[src/rtl/wb_reg_intercon.sv]
// wb_reg_intercon: registered Wishbone 1:N register interconnect.
// The upper SEL_BITS of the host address pick one of NUM_TARGETS downstream
// targets; one transaction at a time runs through IDLE -> TRANSACTION -> FINISH.
// Unmapped targets and target errors return wb_err_o; a host that drops cyc
// mid-transaction aborts it without a response.
// Optional feature macro: WB_INTERCON_TIMEOUT_EN (hang timeout forcing an error
// after TIMEOUT_CYCLES cycles in TRANSACTION).
module wb_reg_intercon #(
  parameter int NUM_TARGETS    = 4,
  parameter int SEL_BITS       = 2,
  parameter int DN_ADR_WIDTH   = 13,
  parameter int DATA_WIDTH     = 32,
  parameter int TIMEOUT_CYCLES = 1024
) (
  input  logic                                  wb_clk_i,
  input  logic                                  wb_rst_i,
  input  logic                                  wb_cyc_i,
  input  logic                                  wb_stb_i,
  input  logic                                  wb_we_i,
  input  logic [SEL_BITS+DN_ADR_WIDTH-1:0]      wb_adr_i,
  input  logic [DATA_WIDTH-1:0]                 wb_dat_i,
  input  logic [DATA_WIDTH/8-1:0]               wb_sel_i,
  output logic [DATA_WIDTH-1:0]                 wb_dat_o,
  output logic                                  wb_ack_o,
  output logic                                  wb_err_o,
  output logic                                  wb_rty_o,
  output logic [NUM_TARGETS-1:0]                dn_cyc_o,
  output logic [NUM_TARGETS-1:0]                dn_stb_o,
  output logic [NUM_TARGETS-1:0]                dn_we_o,
  output logic [NUM_TARGETS*DN_ADR_WIDTH-1:0]   dn_adr_o,
  output logic [NUM_TARGETS*DATA_WIDTH-1:0]     dn_dat_o,
  output logic [NUM_TARGETS*DATA_WIDTH/8-1:0]   dn_sel_o,
  input  logic [NUM_TARGETS*DATA_WIDTH-1:0]     dn_dat_i,
  input  logic [NUM_TARGETS-1:0]                dn_ack_i,
  input  logic [NUM_TARGETS-1:0]                dn_err_i
);

  localparam int SW = DATA_WIDTH / 8;
  localparam int AW = SEL_BITS + DN_ADR_WIDTH;

  // Catch impossible configurations at elaboration.
  if (NUM_TARGETS < 1 || NUM_TARGETS > 16 || (1 << SEL_BITS) < NUM_TARGETS ||
      (DATA_WIDTH % 8) != 0 || TIMEOUT_CYCLES < 1) begin : g_bad_params
    $error("wb_reg_intercon: illegal parameter combination");
  end

  typedef enum logic [1:0] {
    IDLE,
    TRANSACTION,
    FINISH
  } state_t;

  state_t                  state;
  logic                    cap_we;
  logic [SEL_BITS-1:0]     req_tgt;
  logic [NUM_TARGETS-1:0]  req_dec;
  logic                    rsp_ack;
  logic                    rsp_err;
  logic                    rsp_is_err;
  logic [DATA_WIDTH-1:0]   rd_mux;
  logic                    to_hit;

  assign wb_rty_o = 1'b0;
  assign req_tgt  = wb_adr_i[AW-1:DN_ADR_WIDTH];

  // Decode the requested target to one-hot; all-zero means unmapped.
  always_comb begin
    req_dec = '0;
    for (int i = 0; i < NUM_TARGETS; i++) begin
      req_dec[i] = (req_tgt == SEL_BITS'(i));
    end
  end

  // dn_cyc_o is one-hot on the active target in TRANSACTION and zero elsewhere,
  // so it doubles as the response/read-data select mask.
  always_comb begin
    rsp_ack = |(dn_ack_i & dn_cyc_o);
    rsp_err = |(dn_err_i & dn_cyc_o);
    rd_mux  = '0;
    for (int i = 0; i < NUM_TARGETS; i++) begin
      if (dn_cyc_o[i]) begin
        rd_mux = rd_mux | dn_dat_i[i*DATA_WIDTH +: DATA_WIDTH];
      end
    end
  end

`ifdef WB_INTERCON_TIMEOUT_EN
  localparam int TW = $clog2(TIMEOUT_CYCLES + 1);
  logic [TW-1:0] to_cnt;

  // The count reaches TIMEOUT_CYCLES on the edge that abandons the target.
  assign to_hit = (state == TRANSACTION) && (to_cnt == TW'(TIMEOUT_CYCLES - 1));

  // Cycles spent in TRANSACTION; held at zero outside it.
  always_ff @(posedge wb_clk_i) begin
    if (wb_rst_i) begin
      to_cnt <= '0;
    end else if (state == TRANSACTION) begin
      to_cnt <= to_cnt + TW'(1);
    end else begin
      to_cnt <= '0;
    end
  end
`else
  assign to_hit = 1'b0;
`endif

  // A real response in the same cycle as the timeout takes precedence; err beats ack.
  assign rsp_is_err = rsp_err | (to_hit & ~rsp_ack);

  // Transaction FSM with all host and downstream outputs registered.
  always_ff @(posedge wb_clk_i) begin
    if (wb_rst_i) begin
      state    <= IDLE;
      cap_we   <= 1'b0;
      wb_ack_o <= 1'b0;
      wb_err_o <= 1'b0;
      wb_dat_o <= '0;
      dn_cyc_o <= '0;
      dn_stb_o <= '0;
      dn_we_o  <= '0;
      dn_adr_o <= '0;
      dn_dat_o <= '0;
      dn_sel_o <= '0;
    end else begin
      case (state)
        IDLE: begin
          wb_ack_o <= 1'b0;
          wb_err_o <= 1'b0;
          wb_dat_o <= '0;
          if (wb_cyc_i && wb_stb_i) begin
            cap_we <= wb_we_i;
            if (|req_dec) begin
              state    <= TRANSACTION;
              dn_cyc_o <= req_dec;
              dn_stb_o <= req_dec;
              dn_we_o  <= wb_we_i ? req_dec : '0;
              for (int i = 0; i < NUM_TARGETS; i++) begin
                dn_adr_o[i*DN_ADR_WIDTH +: DN_ADR_WIDTH] <=
                  req_dec[i] ? wb_adr_i[DN_ADR_WIDTH-1:0] : '0;
                dn_dat_o[i*DATA_WIDTH +: DATA_WIDTH] <= req_dec[i] ? wb_dat_i : '0;
                dn_sel_o[i*SW +: SW] <= req_dec[i] ? wb_sel_i : '0;
              end
            end else begin
              state    <= FINISH;
              wb_err_o <= 1'b1;
            end
          end
        end

        TRANSACTION: begin
          if (!wb_cyc_i || rsp_ack || rsp_err || to_hit) begin
            dn_cyc_o <= '0;
            dn_stb_o <= '0;
            dn_we_o  <= '0;
            dn_adr_o <= '0;
            dn_dat_o <= '0;
            dn_sel_o <= '0;
          end
          if (!wb_cyc_i) begin
            state <= IDLE;
          end else if (rsp_ack || rsp_err || to_hit) begin
            state    <= FINISH;
            wb_err_o <= rsp_is_err;
            wb_ack_o <= ~rsp_is_err;
            wb_dat_o <= (!rsp_is_err && !cap_we) ? rd_mux : '0;
          end
        end

        FINISH: begin
          state    <= IDLE;
          wb_ack_o <= 1'b0;
          wb_err_o <= 1'b0;
          wb_dat_o <= '0;
        end

        default: begin
          state <= IDLE;
        end
      endcase
    end
  end

endmodule

[config.mk]
export PLATFORM = sky130hd
export DESIGN_NAME = wb_reg_intercon
export DESIGN_NICKNAME = d
export VERILOG_FILES = /design/src/rtl/wb_reg_intercon.sv
export SDC_FILE = /design/constraint.sdc
export NUM_CORES = 1
export LEC_CHECK = 0
export CORE_ASPECT_RATIO = 1.75
export CORE_MARGIN = 4
export CORE_UTILIZATION = 35
export DETAILED_ROUTE_END_ITERATION = 16
export DONT_BUFFER_PORTS = 1
export GPL_ROUTABILITY_DRIVEN = 0
export HOLD_SLACK_MARGIN = 0.03
export MAX_ROUTING_LAYER = met4
export PLACE_DENSITY = 0.54
export SYNTH_ARGS = -nofsm -noshare
export SYNTH_HDL_FRONTEND = slang
export SYNTH_SLANG_ARGS = --single-unit
[constraint.sdc]
create_clock -name wb_clk_i -period 2.62 [get_ports wb_clk_i]
set_input_delay 0.262 -clock wb_clk_i [delete_from_list [all_inputs] [get_ports wb_clk_i]]
set_output_delay 0.262 -clock wb_clk_i [all_outputs]
set_load 0.03 [all_outputs]
==> results.sh <==
export IMPL_power_density_nw_per_um2=613.9
export IMPL_multi_input_area_sq_um=5024
export IMPL_busiest_layer="met2"
export IMPL_synth_seq_cells=241
export IMPL_synthTopCellsByArea="dfxtp_1 43%, o32ai_2 23%, inv_1 6.8%"
export IMPL_num_vias=8073
export IMPL_grtUsageTotal=0.1874
export IMPL_final_common_cell="dfxtp_1"
export IMPL_fin_skew_ns=0.009476
export IMPL_drive_gt1_frac=0.2410
export IMPL_clk_latency_ns=0.52
export IMPL_cp_slowest_cell="dlygate4sd3_1"
export IMPL_wire_per_inst_um=23.13
export IMPL_ir_drop_v=0.0006015
export IMPL_fin_nets=1295
export IMPL_crit_type="flip-flop to flip-flop"
export IMPL_worstHoldPathType="input port to flip-flop"
export IMPL_fill_cells=3040
export IMPL_critPathMaxStageDelay_ns=0.60
export IMPL_ff_latch_area_sq_um=4830
export IMPL_netlist_area_sq_um=11140
export IMPL_cts_tree="done"
export IMPL_dp_hpwl_um=22480
export IMPL_holdPathStages=2
export IMPL_relSlewSlack=0.3626
export IMPL_worst_path_max_fanout=66
export IMPL_clkPwrFrac=0.417
export IMPL_finalCriticalPeriod_ns=2.538
export IMPL_drt_iter0_markers=323
export IMPL_synth_distinct_cells=39
export IMPL_drc=0
export IMPL_synthToLayoutAreaGrowth_pct=22.02
export IMPL_syn_area_per_cell_sq_um=10.98
export IMPL_timing_hold_ws_ns=0.02662
export IMPL_drt_first_pass_iters=4
export IMPL_ys_seq_area_frac=0.4330
export IMPL_p_comb_frac=0.109
export IMPL_syn_nets=1211
export IMPL_via_per_inst=5.325
export IMPL_post_route_period_util=0.9686
export IMPL_slew_viol_final=0
export IMPL_critPathTopFamily="buffers and inverters"
export IMPL_intPower_mw=6.082
export IMPL_grt_pass1_vias=8233
export IMPL_final_cell_mix="237 x dfxtp_1, 203 x inv_1, 160 x o32ai_2"
export IMPL_total_power_mw=8.348
export IMPL_clock_sinks=241
export IMPL_p_sw_mw=2.266
export IMPL_swShare=0.2714
export IMPL_clkSlewWorstSetupHoldPaths_ns=0.07
export IMPL_grt_met3_usage=0.05439
export IMPL_drv_cap=0
export IMPL_die_h_um=244.0
export IMPL_hold_viol_final=0
export IMPL_critical_path_buf_inv_count=3
export IMPL_crit_chain="buf_4 > nand2_1 > nand4_1 > o32a_4 > buf_16 > o32ai_1 > dlygate4sd3_1"
export IMPL_cts_buffers=24
export IMPL_grt_antenna_before_repair=4
export IMPL_rr_startpoint="dn_stb_o[0]$_SDFFE_PP0P_"
export IMPL_grt_max_degree=298
export IMPL_clk_path_buf_depth=3
export IMPL_die_w_um=142.9
export IMPL_hold_path_end="dn_dat_o[16]$_SDFFE_PP0P_"
export IMPL_use_met2=0.3387
export IMPL_cp_arrival_ns=3.01
export IMPL_status="complete, no violations"
export IMPL_cp_data_required_time_ns=3.09
export IMPL_cp_end_kind="flip-flop"
export IMPL_yosysTopAreaCell="dfxtp_1"
export IMPL_grtUsageMet1=0.1837
export IMPL_grt_pass1_wl_um=50110
export IMPL_final_core_util=0.4327
export IMPL_grt_overflow=0
export IMPL_io_pins=435
export IMPL_tightest_slew_ns=0.9561
export IMPL_yosysWarningCount=0
export IMPL_routed_wl_um=35070
export IMPL_total_leakage_power_nw=4.636
export IMPL_cts_root_buf="clkbuf_16"
export IMPL_final_area_sq_um=13600
export IMPL_initial_utilization=0.3547
export IMPL_setup_viol_count_final=0
export IMPL_start_kind="flip-flop"
export IMPL_core_sq_um=31420
export IMPL_ant_nets=0
export IMPL_reg2regPathDepth=7
export IMPL_synth_top_cell_area_share=0.4330
export IMPL_place_area_sq_um=11290
export IMPL_r2r_end="dn_adr_o[16]$_SDFFE_PP0P_"
export IMPL_p_seq_frac=0.474
export IMPL_die_area_sq_um=34870
export IMPL_io_buffers=0
export IMPL_rrSetupSlack_ns=0.08
export IMPL_rows=86
export IMPL_fmaxAchievable_mhz=394.0
export IMPL_worstHoldStart="wb_dat_i[16]"
export IMPL_syn_inst=1015
export IMPL_cts_max_level=1
[layer usage]
| layer | wire length (um) | vias up |
|---|---|---|
| li1 | - | 3806 |
| met5 | 0 | - |
| met2 | 18760 | 344 |
| met4 | 1400 | 0 |
| met3 | 3188 | 62 |
| met1 | 11730 | 3861 |
[Yosys cell counts, drive strengths merged]
master / count
a21oi: 33
a221oi: 1
a22oi: 66
a311o: 1
a41oi: 1
and2: 1
and3: 1
and4: 1
buf: 59
clkbuf: 46
conb: 1
dfxtp: 241
ha: 4
inv: 203
mux2: 32
mux2i: 2
nand2: 12
nand2b: 55
nand3: 2
nand4: 2
nand4b: 1
nor2: 3
nor2b: 34
nor4: 1
o21ai: 3
o22ai: 4
o32a: 1
o32ai: 200
o41a: 1
or3: 1
or4: 2
[kinds of logic (layout without fill, tap and decap cells)]
kind of cell / Yosys count / in the layout / synth area share
buffers and inverters: 308 / 409 / 0.1219
multiplexers: 34 / 34 / 0.04390
AO/OA/AOI/OAI: 311 / 311 / 0.3339
other: 1 / 5 / 0.0003365
AND/OR/NAND/NOR: 116 / 116 / 0.06243
adder cells (fa/ha/maj): 4 / 4 / 0.004492
flip-flops: 241 / 241 / 0.4330
[what timing repair did]
item / 4_1_cts / 5_1_grt
endpoints found under the hold margin: 224 / 46
buffers inserted: 0 / 4
resized for setup: 0 / 9
setup endpoints to repair: 0 / 91
hold buffers: 131 / 8
[power groups by stage]
stage                     Sequential (mW)  Clock, mW  Combinational (mW)
after floorplan                      4.01          0               0.768
after global placement               4.04          0               0.777
after detailed placement             4.04          0               0.784
after CTS                            3.96       3.59               0.846
after global routing                 3.97       3.74               0.978
final                                3.96       3.48               0.907
[how the worst max path moves through the flow]
stage	endpoint	slack (ns)	depth (start not counted)	from
final	dn_adr_o[16]$_SDFFE_PP0P_	0.08	7	dn_stb_o[0]$_SDFFE_PP0P_
after global routing	dn_dat_o[124]$_SDFFE_PP0P_	-0.008	7	dn_stb_o[0]$_SDFFE_PP0P_
after floorplan	wb_dat_o[0]$_SDFFE_PP0P_	0.60	7	dn_stb_o[2]$_SDFFE_PP0P_
after detailed placement	dn_adr_o[5]$_SDFFE_PP0P_	0.43	5	state[0]$_SDFFE_PP0P_
after CTS	dn_dat_o[34]$_SDFFE_PP0P_	0.01	7	state[0]$_SDFFE_PP0P_
after global placement	dn_adr_o[3]$_SDFFE_PP0P_	0.49	5	state[0]$_SDFFE_PP0P_
[flip-flops by register name (all words and copies together), names as in the netlist]
signal,count
state,2
dn_stb_o,4
dn_adr_o,52
dn_we_o,4
cap_we,1
wb_ack_o,1
dn_sel_o,16
wb_err_o,1
wb_dat_o,32
dn_dat_o,128
[metrics by stage]
stage / worst slack [ns] / TNS [ns] / std cells
6_report: 0.08224 / 0 / 1516
4_1_cts: 0.01059 / 0 / 1499
5_1_grt: -0.007742 / -0.02132 / 1516
3_3_place_gp: 0.4907 / 0 / 1325
2_1_floorplan: 0.6013 / 0 / 1015
3_5_place_dp: 0.4297 / 0 / 1325
[area by class of cell]
type,count,share of cell area
clock buffer,37,0.05300
timing repair buffer,163,0.1244
clock inverter,6,0.004693
inverter,203,0.05604
sequential,241,0.3552
antenna,4,0.0007362
multi-input combinational,466,0.3695
tap,396,0.03644
Power figures use the tool's default switching activity.
==> RTL edit, RTL diff (same settings) <==
Put one more register stage on the output `wb_err_o`, cleared by the reset. The value now appears one clock later. The other outputs are not delayed to match.
--- a/src/rtl/wb_reg_intercon.sv
+++ b/src/rtl/wb_reg_intercon.sv
@@ -38,4 +38,6 @@
   localparam int SW = DATA_WIDTH / 8;
   localparam int AW = SEL_BITS + DN_ADR_WIDTH;
+
+  logic wb_err_s0;
 
   // Catch impossible configurations at elaboration.
@@ -115,5 +117,5 @@
       cap_we   <= 1'b0;
       wb_ack_o <= 1'b0;
-      wb_err_o <= 1'b0;
+      wb_err_s0 <= 1'b0;
       wb_dat_o <= '0;
       dn_cyc_o <= '0;
@@ -127,5 +129,5 @@
         IDLE: begin
           wb_ack_o <= 1'b0;
-          wb_err_o <= 1'b0;
+          wb_err_s0 <= 1'b0;
           wb_dat_o <= '0;
           if (wb_cyc_i && wb_stb_i) begin
@@ -144,5 +146,5 @@
             end else begin
               state    <= FINISH;
-              wb_err_o <= 1'b1;
+              wb_err_s0 <= 1'b1;
             end
           end
@@ -162,5 +164,5 @@
           end else if (rsp_ack || rsp_err || to_hit) begin
             state    <= FINISH;
-            wb_err_o <= rsp_is_err;
+            wb_err_s0 <= rsp_is_err;
             wb_ack_o <= ~rsp_is_err;
             wb_dat_o <= (!rsp_is_err && !cap_we) ? rd_mux : '0;
@@ -171,5 +173,5 @@
           state    <= IDLE;
           wb_ack_o <= 1'b0;
-          wb_err_o <= 1'b0;
+          wb_err_s0 <= 1'b0;
           wb_dat_o <= '0;
         end
@@ -182,4 +184,12 @@
   end
 
+  always_ff @(posedge wb_clk_i) begin
+    if (wb_rst_i) begin
+      wb_err_o <= '0;
+    end else begin
+      wb_err_o <= wb_err_s0;
+    end
+  end
+
 endmodule
 
Behaviour: not the same (a bounded check fails within 4 cycles, from zero or initial values and one cycle with wb_rst_i high).
==> RTL edit against the unedited design <==
The run now ends with hold timing left; routed wire length grew 0.25%; area after synthesis shrank 0.65%; utilization shrank 0.27 points; sequential cell count grew 1; total power grew 0.22%; setup slack gained 0.0012 ns; clock power grew 4%; synthesized cell count grew 0.59%; design area shrank 2.1%; critical path type unchanged.
==> RTL edit: results (changes against the unedited design) <==
metric,value,unit,change
Critical Path Start,state[0],,was dn_stb_o[0]
"Seq/Total Area, Yosys",43.8,%,was 43.3%
clk_skew,0.00923,ns,was 0.00948 ns
hpwl dp,23400,um,was 22500 um
status,"complete, but fails checks",,was completed
top cells by instance count after synthesis,"dfxtp_1 (242), inv_1 (205), o32ai_2 (160), a22oi_1 (66), clkbuf_1 (63)",,"was dfxtp_1 (241), inv_1 (203), o32ai_2 (160), a22oi_1 (64), nand2b_1 (55)"
DR WL met3,2780,um,was 3190 um
Gate Count Post-Synth,1021,,was 1015
crit-path max FO,25,,was 66
CTS Hold Bufs,91,,was 131
clock buf count,36,,was 37
M3 GR Usage,4.90,%,was 5.44%
placed insts,1329,,was 1325
relative slew slack,17.6,%,was 36.3%
number of antenna diodes,7,,was 4
Yosys top cell area share,43.8,%,was 43.3%
Syn Nets,1217,,was 1211
mux contribution to synthesized area,3.45,%,was 4.39%
GRT met1 Usage,18.5,%,was 18.4%
R2R depth,9,,was 7
crit path to,dn_dat_o[45],,was dn_adr_o[16]
prevailing post-synth register cell,dfxtp_1,,unchanged
sw frac,25.6,%,was 27.1%
WHS,-0.00643,ns,was 0.0266 ns
CTS Buf Count,24,,unchanged
net switching power,2.14,mW,was 2.27 mW
"Buffers, non-clock",134,,was 163
register area,4850,um^2,was 4830 um^2
Non-clk invs,205,,was 203
first-pass GRT wire length,50400,um,was 50100 um
Final clock-cell share,6.23,%,was 5.77%
final hold viol count,2,,was 0
layout cells sized above 1,23.8,%,was 24.1%
antenna violations before repair,7,,was 4
CP arrival,2.93,ns,was 3.01 ns
Worst Hold Endpoint,wb_dat_o[4],,was dn_dat_o[16]
sequential cells,242,,was 241
Metal-1 WL,11700,um,about the same
Static Leak,4.45,nW,was 4.64 nW
DR WL/cell,23.6,um,was 23.1 um
failing checks,hold timing,,
non-clk buf share,10.7,%,was 12.4%
vias in the first global route,8000,,was 8233
Multi-In Gates,470,,was 466
multi-input combinational area share,37.1,%,was 36.9%
peak supply drop,0.514,mV,was 0.602 mV
Final min period,2.54,ns,about the same
DRT iter0 DRCs,311,,was 323
fillcell total,3006,,was 3040
vias after detailed routing,8064,,was 8073
Synth Area in Compound Gates,33.9,%,was 33.4%
Sequential Power Share,47.3,%,was 47.4%
pre-CTS WS,0.413,ns,was 0.430 ns
## RTL edit: cell types whose count changed in the layout (fill, tap and decap cells not counted), moves of 3 or more
cell,before,now
diode_2,4,7
clkbuf_1,7,3
mux2_4,29,0
dlygate4sd3_1,138,108
mux2_2,3,18
mux2_1,0,15
buf_12,3,10
clkbuf_8,5,8
buf_16,3,0
## RTL edit: worst max-delay path, stage by stage (launching register included)
cell and delay [ns]:
dfxtp_1 0.34, inv_1 0.11, ha_2 0.24, and3_2 0.25, a21oi_2 0.06, a41oi_4 0.23
buf_12 0.22, buf_12 0.23, o32ai_2 0.10, dlygate4sd3_1 0.60
## RTL edit: per-stage QoR
stage | hold WS [ns] | instance area (um^2) | TNS, ns
2_1_floorplan | 0.409 | 11100 | 0
3_3_place_gp | 0.419 | 11300 | 0
3_5_place_dp | 0.422 | 11300 | 0
4_1_cts | -0.138 | 13000 | 0
5_1_grt | -0.118 | 13300 | -0.0373
6_report | -0.00643 | 13300 | 0
